**config.mk**
```make
export PLATFORM = sky130hd
export DESIGN_NAME = snake_game_sequencer_flat
export DESIGN_NICKNAME = d
export VERILOG_FILES = /design/src/rtl/snake_game_sequencer_if.sv /design/src/rtl/snake_game_sequencer.sv /design/src/flat_wrapper.sv
export SDC_FILE = /design/constraint.sdc
export NUM_CORES = 1
export LEC_CHECK = 0
export ABC_CLOCK_PERIOD_IN_PS = 3270
export CORE_ASPECT_RATIO = 0.75
export CORE_MARGIN = 2
export CORE_UTILIZATION = 50
export CTS_CLUSTER_DIAMETER = 40
export DETAILED_ROUTE_END_ITERATION = 8
export HOLD_SLACK_MARGIN = 0.06
export PLACE_DENSITY = 0.69
export SYNTH_ARGS = -nofsm -noshare
export SYNTH_HDL_FRONTEND = slang
export SYNTH_SLANG_ARGS = --single-unit
```
**constraint.sdc**
```tcl
create_clock -name clk -period 3.27 [get_ports clk]
set_input_delay 0.8175 -clock clk [delete_from_list [all_inputs] [get_ports clk]]
set_output_delay 0.8175 -clock clk [all_outputs]
set_load 0.005 [all_outputs]
```
**src/rtl/snake_game_sequencer_if.sv**
```systemverilog
// Request/done handshake between the game-flow sequencer (master) and the snake engine (slave).
interface snake_game_sequencer_if;
    logic step_req;
    logic engine_clear;
    logic step_done;
    logic step_collide;
    logic step_ate;

    modport master (
        output step_req,
        output engine_clear,
        input  step_done,
        input  step_collide,
        input  step_ate
    );

    modport slave (
        input  step_req,
        input  engine_clear,
        output step_done,
        output step_collide,
        output step_ate
    );
endinterface

```
**src/rtl/snake_game_sequencer.sv**
```systemverilog
// Game-flow controller for the 8x8 snake: move cadence, engine step handshake,
// speed levels, pause and death-flash phases, and display blanking.
module snake_game_sequencer #(
    parameter int TICK_DIV      = 5_000_000,
    parameter int START_PERIOD  = 8,
    parameter int MIN_PERIOD    = 2,
    parameter int SPEEDUP_EVERY = 4,
    parameter int FLASH_COUNT   = 6
) (
    input  logic                   clk,
    input  logic                   reset,
    input  logic                   start,
    input  logic                   pause,
    snake_game_sequencer_if.master eng,
    output logic                   display_blank,
    output logic [2:0]             state,
    output logic [3:0]             level,
    output logic [4:0]             period
);
    localparam int PRE_W = (TICK_DIV > 1) ? $clog2(TICK_DIV) : 1;
    localparam int FL_W  = (FLASH_COUNT > 1) ? $clog2(FLASH_COUNT) : 1;
    localparam logic [PRE_W-1:0] PRE_LAST         = PRE_W'(TICK_DIV - 1);
    localparam logic [FL_W-1:0]  FL_LAST          = FL_W'(FLASH_COUNT - 1);
    localparam logic [4:0]       PERIOD_START     = 5'(START_PERIOD);
    localparam logic [4:0]       PERIOD_MIN       = 5'(MIN_PERIOD);
    localparam logic [3:0]       APPLES_PER_LEVEL = 4'(SPEEDUP_EVERY);
    localparam logic [3:0]       LEVEL_MAX        = 4'd15;

    typedef enum logic [2:0] {
        IDLE  = 3'd0,
        CLEAR = 3'd1,
        RUN   = 3'd2,
        STEP  = 3'd3,
        PAUSE = 3'd4,
        DYING = 3'd5,
        OVER  = 3'd6
    } state_t;

    state_t            state_reg, state_next;
    logic [PRE_W-1:0]  presc_reg, presc_next;
    logic [4:0]        tick_cnt_reg, tick_cnt_next;
    logic [FL_W-1:0]   flash_cnt_reg, flash_cnt_next;
    logic [3:0]        apples_reg, apples_next;
    logic [3:0]        level_reg, level_next;
    logic [4:0]        period_reg, period_next;
    logic              blank_reg, blank_next;
    logic              step_req_reg, step_req_next;
    logic              clear_reg, clear_next;

    logic [1:0] btn_in;
    logic [1:0] press;
    logic       start_press;
    logic       pause_press;
    logic       tick;
    logic       move_due;
    logic [3:0] apple_inc;

    assign btn_in      = {pause, start};
    assign start_press = press[0];
    assign pause_press = press[1];

    // Buttons are edge-detected into registered one-cycle press pulses. The
    // previous-level registers reset high so a button held through reset is not a press.
    genvar gi;
    generate
        for (gi = 0; gi < 2; gi++) begin : g_btn
            logic d_reg;
            logic p_reg;
            always_ff @(posedge clk or posedge reset) begin
                if (reset) begin
                    d_reg <= 1'b1;
                    p_reg <= 1'b0;
                end else begin
                    d_reg <= btn_in[gi];
                    p_reg <= btn_in[gi] & ~d_reg;
                end
            end
            assign press[gi] = p_reg;
        end
    endgenerate

    assign tick     = (presc_reg == PRE_LAST);
    assign move_due = tick && (tick_cnt_reg == period_reg - 5'd1);

    always_ff @(posedge clk or posedge reset) begin
        if (reset) begin
            state_reg     <= IDLE;
            presc_reg     <= '0;
            tick_cnt_reg  <= '0;
            flash_cnt_reg <= '0;
            apples_reg    <= '0;
            level_reg     <= '0;
            period_reg    <= PERIOD_START;
            blank_reg     <= 1'b0;
            step_req_reg  <= 1'b0;
            clear_reg     <= 1'b0;
        end else begin
            state_reg     <= state_next;
            presc_reg     <= presc_next;
            tick_cnt_reg  <= tick_cnt_next;
            flash_cnt_reg <= flash_cnt_next;
            apples_reg    <= apples_next;
            level_reg     <= level_next;
            period_reg    <= period_next;
            blank_reg     <= blank_next;
            step_req_reg  <= step_req_next;
            clear_reg     <= clear_next;
        end
    end

    always_comb begin
        state_next     = state_reg;
        presc_next     = presc_reg;
        tick_cnt_next  = tick_cnt_reg;
        flash_cnt_next = flash_cnt_reg;
        apples_next    = apples_reg;
        level_next     = level_reg;
        period_next    = period_reg;
        blank_next     = blank_reg;
        apple_inc      = apples_reg + 4'd1;

        case (state_reg)
            IDLE, OVER: begin
                if (start_press) state_next = CLEAR;
            end
            CLEAR: begin
                level_next     = '0;
                period_next    = PERIOD_START;
                apples_next    = '0;
                presc_next     = '0;
                tick_cnt_next  = '0;
                flash_cnt_next = '0;
                state_next     = RUN;
            end
            RUN: begin
                // Counters keep advancing in the cycle a pause press is seen; a move
                // falling due in that same cycle takes priority and the press is dropped.
                presc_next = tick ? '0 : presc_reg + 1'b1;
                if (move_due) begin
                    tick_cnt_next = '0;
                    state_next    = STEP;
                end else begin
                    if (tick) tick_cnt_next = tick_cnt_reg + 5'd1;
                    if (pause_press) state_next = PAUSE;
                end
            end
            PAUSE: begin
                if (pause_press) state_next = RUN;
            end
            STEP: begin
                presc_next = '0;
                if (eng.step_done) begin
                    if (eng.step_collide) begin
                        state_next     = DYING;
                        flash_cnt_next = '0;
                        blank_next     = 1'b1;
                    end else begin
                        state_next = RUN;
                        if (eng.step_ate) begin
                            if (apple_inc == APPLES_PER_LEVEL) begin
                                apples_next = '0;
                                if (level_reg != LEVEL_MAX) level_next = level_reg + 4'd1;
                                if (period_reg > PERIOD_MIN) period_next = period_reg - 5'd1;
                            end else begin
                                apples_next = apple_inc;
                            end
                        end
                    end
                end
            end
            DYING: begin
                presc_next = tick ? '0 : presc_reg + 1'b1;
                if (tick) begin
                    if (flash_cnt_reg == FL_LAST) begin
                        flash_cnt_next = '0;
                        blank_next     = 1'b0;
                        state_next     = OVER;
                    end else begin
                        flash_cnt_next = flash_cnt_reg + 1'b1;
                        blank_next     = ~blank_reg;
                    end
                end
            end
            default: state_next = IDLE;
        endcase

        // Handshake outputs are registered copies of the upcoming state.
        step_req_next = (state_next == STEP);
        clear_next    = (state_next == CLEAR);
    end

    assign eng.step_req     = step_req_reg;
    assign eng.engine_clear = clear_reg;
    assign display_blank    = blank_reg;
    assign state            = state_reg;
    assign level            = level_reg;
    assign period           = period_reg;
endmodule

```
**src/flat_wrapper.sv**
```systemverilog
// flat-port wrapper written by rule: the top's interface ports become plain ports
module snake_game_sequencer_flat 
#(
    parameter int TICK_DIV      = 5_000_000,
    parameter int START_PERIOD  = 8,
    parameter int MIN_PERIOD    = 2,
    parameter int SPEEDUP_EVERY = 4,
    parameter int FLASH_COUNT   = 6
)
  (clk, reset, start, pause, display_blank, state, level, period, eng_step_req, eng_engine_clear, eng_step_done, eng_step_collide, eng_step_ate);
  snake_game_sequencer_if eng_i ();
  input  logic clk;
  input  logic reset;
  input  logic start;
  input  logic pause;
  output logic display_blank;
  output logic [2:0] state;
  output logic [3:0] level;
  output logic [4:0] period;
  output wire logic [$bits(eng_i.step_req)-1:0] eng_step_req;
  output wire logic [$bits(eng_i.engine_clear)-1:0] eng_engine_clear;
  input wire logic [$bits(eng_i.step_done)-1:0] eng_step_done;
  input wire logic [$bits(eng_i.step_collide)-1:0] eng_step_collide;
  input wire logic [$bits(eng_i.step_ate)-1:0] eng_step_ate;
  assign eng_step_req = eng_i.step_req;
  assign eng_engine_clear = eng_i.engine_clear;
  assign eng_i.step_done = eng_step_done;
  assign eng_i.step_collide = eng_step_collide;
  assign eng_i.step_ate = eng_step_ate;
  snake_game_sequencer #(.TICK_DIV(TICK_DIV), .START_PERIOD(START_PERIOD), .MIN_PERIOD(MIN_PERIOD), .SPEEDUP_EVERY(SPEEDUP_EVERY), .FLASH_COUNT(FLASH_COUNT)) u_core (.clk(clk), .reset(reset), .start(start), .pause(pause), .eng(eng_i), .display_blank(display_blank), .state(state), .level(level), .period(period));
endmodule
```
==> qor.yml <==
status: "finished clean"
worstHoldStart: "u_core.presc_reg[18]"
synth_top_family_by_area: "simple AND/OR/NAND/NOR gates"
period_share_pct: 80.0
multi_input_area_sq_mm: 0.00173
antenna_cells: 0
antenna_left: 0
vdd_ir_drop_max_mv: 0.375
grt_overflow_total: 0
synth-xor-area-share_pct: 2.48
largest_reg_flops: 23
fp.dieArea_sq_mm: 0.00702
numCtsBuffers: 5
powerDensity_mw_per_mm2: 577
cts_tree: "done"
finalCriticalPeriod_ps: 2610
dp_hpwl_um: 4890
regArea_sq_mm: 0.00136
coreArea_sq_mm: 0.00622
synthAdderAreaFrac_pct: 2.75
cts_resized: 0
hold_buffers: 0
synth_area_per_cell_sq_um: 8.96
crit_path_start_kind: "input pin"
htree_levels: 2
rrSetupSlack_ps: 700
num_vias: 2675
r2r-start: "u_core.presc_reg[7]"
start_util_pct: 51.1
setup_tns_ps: 0
worstHoldEndpoint: "u_core.presc_reg[18]"
worstPathRequired_ps: 3510
clk_pin_slew_worst_paths_ps: 100
worstSetupPathType: "in -> reg"
synthDistinctLibCells: 64
p_leak_uw: 0.00148
synth_compound_area_share_pct: 21.7
synth_mux_area_share_pct: 1.26
synthesis.area_sq_mm: 0.00318
synth_cells: 355
finalMaxSlewViolations: 0
synth_fp_nets: 369
antenna_found_initial: 0
timing.hold.ws_ps: 485
root_buffer: "clkbuf_8"
max_cap_viol_count: 0
worst-r2r-cell-count: 7
whs_path_depth: 1
ys_seq_elements: 54
rr_endpoint: "u_core.presc_reg[5]"
grt_pass1_wl_um: 11600
fp.dieH_um: 73.1
drive_gt1_share_pct: 9.04
io-pin-count: 22
rows: 25
place_inst: 449
crit_fanout: 7
stdcell_count: 457
hold_class: "reg -> reg"
routed_wirelength_um: 6970
nFillCells: 560
cts.path.max_buffers: 2
tightest_slew_ps: 755
finalSetupViolCount: 0
hold_viol: 0
fin_skew_ps: 10.8
port-buffer-count: 21
cts_setup_buffers: 0
async_reset_ff_share_pct: 100
max_freq_ghz: 0.382
grt.total_usage_pct: 21.4
dieWidth_um: 96.1
grt_max_degree: 31
slew_headroom_pct: 49.2
drc: 0
yosys_warnings: 0
place_congestion: 0.800
synth_flop_cell: "dfrtp_1"
drt_iter0_markers: 186
clk_latency_ps: 310
area_growth_pct: 12.7
ys_seq_area_share_pct: 42.6
wl_per_cell_um: 15.2
rsz0062_at_grt: "false"
cp-end-kind: "flip-flop"
drt-pass1-iter-count: 4
grt_pass1_vias: 2374
yosys.area_share.simple_pct: 26.3
avgViaCountPerCell: 5.85
cts_sinks: 54
synth_edf_count: 0
worst_ep_arrival_time_ps: 2850
fin_nets: 389
==> per-layer routing <==
layer  routed length (um)  GRT usage (%)
met3                  234           4.55
met2                 2990           30.6
met1                 3710           33.2
met5                    0              0
met4                   33           4.29
==> area by class of cell <==
| type | instances | share of cell area [%] |
|---|---|---|
| clock inverter | 3 | 1.12 |
| clock buffer | 5 | 1.92 |
| sequential | 54 | 37.8 |
| timing repair buffer | 26 | 7.26 |
| inverter | 7 | 0.733 |
| multi-input combinational | 281 | 48.3 |
| tap | 81 | 2.83 |
==> power by group <==
part / internal (uW) / leakage [uW] / total (uW) / switching (uW)
registers: 741 / 0.000725 / 871 / 130
clock network: 226 / 0.0000579 / 447 / 222
logic: 289 / 0.000693 / 748 / 459
==> synthesized netlist by cell type, drive strengths merged, types with 3 or more instances <==
library cell	count	area, sq um
a21boi	3	22.5
a21o	6	45.0
a21oi	18	90.1
a22o	4	37.5
a31oi	6	52.6
and3	5	32.5
buf	4	31.3
clkbuf	9	35.0
dfrtp	51	1280
dfstp	3	78.8
ha	7	87.6
inv	7	26.3
mux2i	4	40.0
nand2	43	161
nand2b	8	52.6
nand3	17	90.1
nand4	7	43.8
nand4b	3	26.3
nor2	24	92.6
nor2b	7	43.8
nor3	9	45.0
nor3b	4	30.0
nor4	5	67.6
o21ai	51	255
o22ai	3	18.8
o31ai	6	45.0
o41ai	4	35.0
xnor2	5	43.8
xor2	4	35.0
==> critical path, stage by stage <==
cell,delay [ps]
clkdlybuf4s50_1,460
nand3b_1,290
a21o_1,310
nor2_1,180
nand4_1,240
or4_1,460
o211ai_1,100
==> kinds of logic after synthesis <==
kind of cell / Yosys count
xor+xnor: 9
fa+ha+maj: 7
simple gates: 150
mux: 4
flops: 54
buf+inv: 20
compound gates: 111
==> through the flow <==
stage,instance area (sq um),setup WS [ps],power (uW),util [%]
final,3580,656,2070,57.6
after global placement,3470,438,1610,55.8
after global routing,3580,477,2210,57.6
after floorplan,3180,1100,1410,-
after CTS,3580,672,2070,57.6
after detailed placement,3470,355,1620,55.8
==> worst max path at each step <==
stage / startpoint / slack [ps] / to
detailed placement: eng_step_collide / 350 / u_core.period[4]
finish: eng_step_collide / 660 / u_core.period[4]
floorplan: eng_step_collide / 1100 / u_core.period[4]
global route: u_core.presc_reg[7] / 480 / u_core.presc_reg[5]
global placement: eng_step_collide / 440 / u_core.period[4]
CTS: eng_step_collide / 670 / u_core.period[4]
==> placed cells by master (no fill, tap or decap), drive strengths merged, types with 7 or more instances in the layout <==
master	count
clkdlybuf4s50	21
inv	7
nor3	9
nand4	7
nor2b	7
nand3	17
a21oi	18
ha	7
nor2	24
nand2b	8
nand2	43
dfrtp	51
o21ai	51
No activity file was read; power rests on OpenSTA's default activity.
